$ cat config.mk
export PLATFORM = sky130hd
export DESIGN_NAME = alt_slot_scheduler
export DESIGN_NICKNAME = d
export VERILOG_FILES = /design/src/rtl/alt_slot_scheduler.sv
export SDC_FILE = /design/constraint.sdc
export NUM_CORES = 1
export LEC_CHECK = 0
export ABC_CLOCK_PERIOD_IN_PS = 3700
export CORE_MARGIN = 3
export CORE_UTILIZATION = 51
export DETAILED_ROUTE_END_ITERATION = 10
export GPL_TIMING_DRIVEN = 1
export PLACE_DENSITY = 0.82
export SLEW_MARGIN = 40
export SYNTH_ARGS = -nofsm -noshare
export SYNTH_HDL_FRONTEND = slang
export SYNTH_SLANG_ARGS = --single-unit
export TNS_END_PERCENT = 50
$ cat constraint.sdc
create_clock -name clk -period 3.7 [get_ports clk]
set_input_delay 0.925 -clock clk [delete_from_list [all_inputs] [get_ports clk]]
set_output_delay 0.925 -clock clk [all_outputs]
set_load 0.02 [all_outputs]
$ cat src/rtl/alt_slot_scheduler.sv
// Alternating home/rotating slot scheduler: bit0 is interleaved with a round-robin over bits 7:1.
// Optional forced release after 16 held cycles is compiled in with `define SCHED_TIMEOUT_EN.
module alt_slot_scheduler (
  input  logic       clk,
  input  logic       rstn,
  input  logic [7:0] req,
  input  logic       done,
  output logic [7:0] gnt,
  output logic       busy,
  output logic       home_slot,
  output logic       timeout
);

  typedef enum logic {IDLE = 1'b0, HOLD = 1'b1} state_t;

  localparam logic PH_HOME = 1'b0;
  localparam logic PH_ROT  = 1'b1;

  state_t     state_q, state_d;
  logic [7:0] gnt_q, gnt_d;
  logic       phase_q, phase_d;
  logic [2:0] ptr_q, ptr_d;
  logic       rot_hit;
  logic [2:0] rot_idx;
  logic [3:0] cand;

`ifdef SCHED_TIMEOUT_EN
  logic [3:0] cnt_q, cnt_d;
  logic       tmo_q, tmo_d;
`endif

  // Cyclic search over 1..7 starting just after the last rotating index served.
  always_comb begin
    rot_hit = 1'b0;
    rot_idx = ptr_q;
    cand    = 4'd0;
    for (int i = 1; i <= 7; i++) begin
      cand = {1'b0, ptr_q} + 4'(i);
      if (cand > 4'd7) cand = cand - 4'd7;
      if (!rot_hit && req[cand[2:0]]) begin
        rot_hit = 1'b1;
        rot_idx = cand[2:0];
      end
    end
  end

  always_comb begin
    state_d = state_q;
    gnt_d   = gnt_q;
    phase_d = phase_q;
    ptr_d   = ptr_q;
`ifdef SCHED_TIMEOUT_EN
    cnt_d   = cnt_q;
    tmo_d   = 1'b0;
`endif
    case (state_q)
      IDLE: begin
`ifdef SCHED_TIMEOUT_EN
        cnt_d = 4'd0;
`endif
        if (phase_q == PH_HOME && req[0]) begin
          gnt_d   = 8'h01;
          phase_d = PH_ROT;
          state_d = HOLD;
        end else if (rot_hit) begin
          gnt_d   = 8'h01 << rot_idx;
          phase_d = PH_HOME;
          ptr_d   = rot_idx;
          state_d = HOLD;
        end else if (req[0]) begin
          gnt_d   = 8'h01;
          phase_d = PH_ROT;
          state_d = HOLD;
        end
      end
      HOLD: begin
        // done takes priority over an expiry landing on the same edge
        if (done) begin
          gnt_d   = 8'h00;
          state_d = IDLE;
        end
`ifdef SCHED_TIMEOUT_EN
        else if (cnt_q == 4'hF) begin
          gnt_d   = 8'h00;
          state_d = IDLE;
          tmo_d   = 1'b1;
        end else begin
          cnt_d = cnt_q + 4'd1;
        end
`endif
      end
    endcase
  end

  always_ff @(posedge clk or negedge rstn) begin
    if (!rstn) begin
      state_q <= IDLE;
      gnt_q   <= 8'h00;
      phase_q <= PH_HOME;
      ptr_q   <= 3'd7;
`ifdef SCHED_TIMEOUT_EN
      cnt_q   <= 4'd0;
      tmo_q   <= 1'b0;
`endif
    end else begin
      state_q <= state_d;
      gnt_q   <= gnt_d;
      phase_q <= phase_d;
      ptr_q   <= ptr_d;
`ifdef SCHED_TIMEOUT_EN
      cnt_q   <= cnt_d;
      tmo_q   <= tmo_d;
`endif
    end
  end

  assign gnt       = gnt_q;
  assign busy      = (state_q == HOLD);
  assign home_slot = (gnt_q == 8'h01);
`ifdef SCHED_TIMEOUT_EN
  assign timeout   = tmo_q;
`else
  assign timeout   = 1'b0;
`endif

endmodule
After elaboration in Yosys (flattened, before gate mapping) --
Index checks and enable logic that the tools add are counted.
Cells by class: magnitude comparators 14, shift operators 1, equality and inequality tests 3, add/sub/neg operators 14, reduce and logical (&&, ||, !) cells 17, muxes and demuxes 48, bitwise gates (word level) 3
Operators by type and width (count):
- $mux 3 | 14
- $mux 8 | 4
- $gt 4x3->1 const B | 7
- $lt 3x4->1 const B | 7
- $bmux 1 s3 | 7
- $mux 1 | 21
- $sub 3x3->3 const B | 7
- $add 3x3->4 const B | 4
- $pmux 8 s2 | 1
- $add 3x2->4 const B | 2
- $eq 8x1->1 const B | 1
- $shl 1x3->8 const A | 1
- $logic_and 1x1->1 | 7
- $logic_not 1->1 | 6
- $add 3x1->4 const B | 1
- $ne 4x4->1 const B | 1
- $reduce_and 2->1 | 2
- $not 1->1 | 3
- $reduce_and 3->1 | 1
- $reduce_bool 3->1 | 1
- $ne 2x2->1 const B | 1
- $pmux 1 s2 | 1
Storage, ports and cells: register bits 13, word-level logic and storage cells 104, input bits 11, output and inout port bits 11

Depth between registers and ports, before layout --
word-level depth 28, gate-level depth with buffers 16, depth with buffers taken out 12

Least setup slack after synthesis --
OpenSTA, ideal clock, no wires.
kind flip-flop to flip-flop, start point reg ptr_q[0], end point reg gnt_q[4] (netlist: gnt[4]), arrival time 3.263 ns, library setup time 0.122 ns, data required time 3.578 ns, setup slack 0.316 ns, stages on the path, launching flop included 13, clock period less this slack 3.384 ns, path buffers 2, path through dfstp_2 buf_4 inv_1 ha_1 buf_6 mux2i_2 mux4_2 mux2_2 o311a_1 o21bai_1 a21oi_1 nor2b_4 a32o_1
On the way: longest elaborated chain between the ends 28, elaborated cells between the ends (all ways) 74, those cells by class add/sub (14); order compare (7); eq/ne (1); shift (1); mux (38); reduce/logical (13)
RTL lines:
- from (decl) | line 22 | logic [2:0] ptr_q, ptr_d;
- from (signal assigned) | line 109 | ptr_q <= ptr_d;
- $add 3x1->4 | line 38 | cand = {1'b0, ptr_q} + 4'(i);
- $gt 4x3->1 or $sub 3x3->3 (tied branches) | line 39 | if (cand > 4'd7) cand = cand - 4'd7;
- $mux 3 | line 39
- $bmux 1 s3 | line 40 | if (!rot_hit && req[cand[2:0]]) begin
- $mux 1 (not written as such) | line 40
- $mux 1 | line 40
- $logic_not 1->1 | line 40
- $logic_and 1x1->1 | line 40
- [12 not listed]
- $mux 1 | line 40
- $logic_not 1->1 | line 40
- $logic_and 1x1->1 | line 40
- $mux 3 | line 40
- $shl 1x3->8 | line 66 | gnt_d = 8'h01 << rot_idx;
- $mux 8 | line 65 | end else if (rot_hit) begin
- $mux 8 | line 61 | if (phase_q == PH_HOME && req[0]) begin
- $pmux 8 s2 | line 56 | case (state_q)
- to (signal assigned) | line 107 | gnt_q <= gnt_d;
- to (decl) | line 20 | logic [7:0] gnt_q, gnt_d;
Parallel ways exist; a longest one is shown, timed or not. The select of a mux whose other input is x is not followed. A chain may end at the register's enable or synchronous reset.

Worst setup path in the final report --
start point reg ptr_q[1], end point reg gnt_q[5] (netlist: gnt[5])
Same word-level chain as after synthesis.

==> results.json <==
{
  "ctsLongestPathBuffers": 2,
  "clkSinkCount": 13,
  "grt.met3_usage_pct": 2.96,
  "wl_per_cell_um": 18.1,
  "drc": 0,
  "syn_area_um2": 2510,
  "yosysTopAreaCell": "dfrtp_1",
  "cp_top_family": "compound AO/OA/AOI/OAI gates",
  "clkTransAtPathRegs_ps": 60,
  "drtIter0Drc": 183,
  "crit_type": "register to register",
  "slowest_stage": "dfstp_2",
  "finalSetupViolCount": 0,
  "boundaryPins": 22,
  "num_rows": 24,
  "die_h_um": 76.2,
  "relSlewSlack_pct": 59.1,
  "grt_pass1_vias": 2356,
  "numCtsBuffers": 3,
  "async_flop_share_pct": 100,
  "grt_max_degree": 35,
  "synth_flop_cell": "dfrtp_1",
  "cts_tree": "done",
  "crit_fanout": 14,
  "dieArea_um2": 5810,
  "area_delta_synth_final_pct": 17.4,
  "netlist_top_cells_count": "nand2_1, mux2i_1, ha_1, nor2_1, o21ai_0",
  "worstSetupEndpointType": "register",
  "busiest_layer": "met2",
  "fin_skew_ps": 0.624,
  "dp_hpwl_um": 5280,
  "met1_usage_pct": 32.2,
  "cp_cell_sequence": "ha_1, buf_4, ha_1, nand2_1, xnor2_2, mux4_2, nor2b_4, o2111ai_1, a211oi_1, a21oi_2, nor2b_4, a32o_1",
  "grt_pass1_wl_um": 11500,
  "postRouteAntennaNets": 0,
  "portBuffers": 20,
  "tightest_slew_ps": 612,
  "worst-path-buf-inv": 1,
  "die_w_um": 76.2,
  "route.vias.total": 2403,
  "syn_nets": 304,
  "cts_root_buffer": "clkbuf_8",
  "cp-start-kind": "register",
  "viasPerCell": 6.36,
  "cts_hold_buffers": 0,
  "globalRouteOverflowTotal": 0,
  "ys_top_cells_by_area": "dfrtp_1, ha_1, mux2i_1, mux2_2, mux4_2",
  "min_period_over_period_pct": 96.6,
  "synth_edf_count": 0,
  "synth_cell_type_count": 84,
  "gp_congestion": 0.928,
  "initial_core_util_pct": 55.1,
  "drive_gt1_share_pct": 27.8,
  "status": "complete, no violations",
  "yosys.area.top_type_share_pct": 9.95,
  "dp_slack_ps": -96.1,
  "num_antenna_cells": 0,
  "synthCells": 281,
  "hold_viol_final": 0,
  "maxSlewViolCount": 0,
  "worst_slack_ps": 127,
  "worstPathArrival_ps": 3710,
  "layout.nets": 337,
  "cpPeakStageDelay_ps": 610,
  "yosysMostFrequentCell": "nand2_1",
  "wl_um": 6830,
  "max_freq_mhz": 280,
  "synth-seq-cells": 13,
  "htreeDepth": 1,
  "ys_warn_count": 0,
  "worst_ep_required_time_ps": 3830,
  "met2_usage_pct": 40.0,
  "hold_class": "register to register",
  "grt_usage_pct": 23.4,
  "finalCriticalPeriod_ps": 3570,
  "avgSynthCellArea_um2": 8.95,
  "antenna_found_initial": 0,
  "core-area_um2": 4560,
  "clkLatencyLatePin_ps": 240,
  "ys_seq_area_share_pct": 13.1,
  "drtPass1Iterations": 4,
  "timing.max_cap.violations": 0
}
-- sequential cells by signal (all words and copies together) (netlist names) --
| register | count |
|---|---|
| ptr_q | 3 |
| phase_q | 1 |
| gnt | 8 |
| busy | 1 |
-- what timing repair did --
| action | 4_1_cts | 5_1_grt |
|---|---|---|
| setup buffers | 0 | 0 |
| setup endpoints to repair | 0 | 10 |
| hold endpoints to repair | 0 | 0 |
| resized for setup | 0 | 8 |
-- cell families (layout without fill, tap and decap cells) --
family	Yosys count	in the layout	share of synthesized area (%)
flops	13	13	13.1
buf+inv	30	62	7.41
other cells	1	1	0.149
fa+ha+maj	12	12	5.97
simple gates	100	100	25.7
mux	31	31	15.3
xor+xnor	11	11	4.73
compound gates	83	83	27.7
-- layout make-up --
class / count / area (um^2)
Tap cell: 65 / 81.3
Inverter: 9 / 33.8
Clock buffer: 3 / 41.3
Timing Repair Buffer: 49 / 422
Sequential cell: 13 / 329
Clock inverter: 1 / 5.00
Multi-Input combinational cell: 238 / 2040
Fill cell: 375 / 1610
-- layer usage --
metal | up-vias | part of all wire (%)
met5 | - | 0
met4 | 0 | 0.56
met3 | 6 | 6.6
met2 | 93 | 49
met1 | 1161 | 44
li1 | 1143 | -
-- placed cells by master (no fill, tap or decap), drive strengths merged, types with 5 or more instances in the layout --
cell           instances
nor2                  12
and3b                  5
o21ai                 18
nor2b                  5
nand2b                 9
nor3b                  5
nand2                 23
nand3                  8
xnor2                  6
buf                   29
mux2                  10
inv                    9
mux2i                 17
a21oi                  9
xor2                   5
dfrtp                 10
nor3                   7
o211ai                 6
ha                    12
clkdlybuf4s50         20
-- per-stage QoR --
step                      instances  area (um^2)  TNS, ps  util (%)  hold slack (ps)
final                           378         2950        0      64.7              519
after global placement          374         2860    -21.9      62.7              504
after detailed placement        374         2860     -360      62.7              512
after global routing            378         2950    -24.5      64.7              554
after CTS                       378         2910        0      63.7              528
after floorplan                 281         2510        0         -              518
-- final timing paths --
path                          start      end  slack, ps  depth (start not counted)
max in group asynchronous      rstn   gnt[1]       2240                          1
min in group asynchronous      rstn  phase_q       1060                          1
setup reg to reg           ptr_q[1]   gnt[5]        130                         12
hold reg to reg              gnt[4]   gnt[4]        520                          1
setup / recovery           ptr_q[1]   gnt[5]        130                         12
hold / removal               gnt[4]   gnt[4]        520                          1
Power is left out: the tool's default activity adds up to more than one toggle a clock period on the data nets, which glitch-free logic cannot reach.
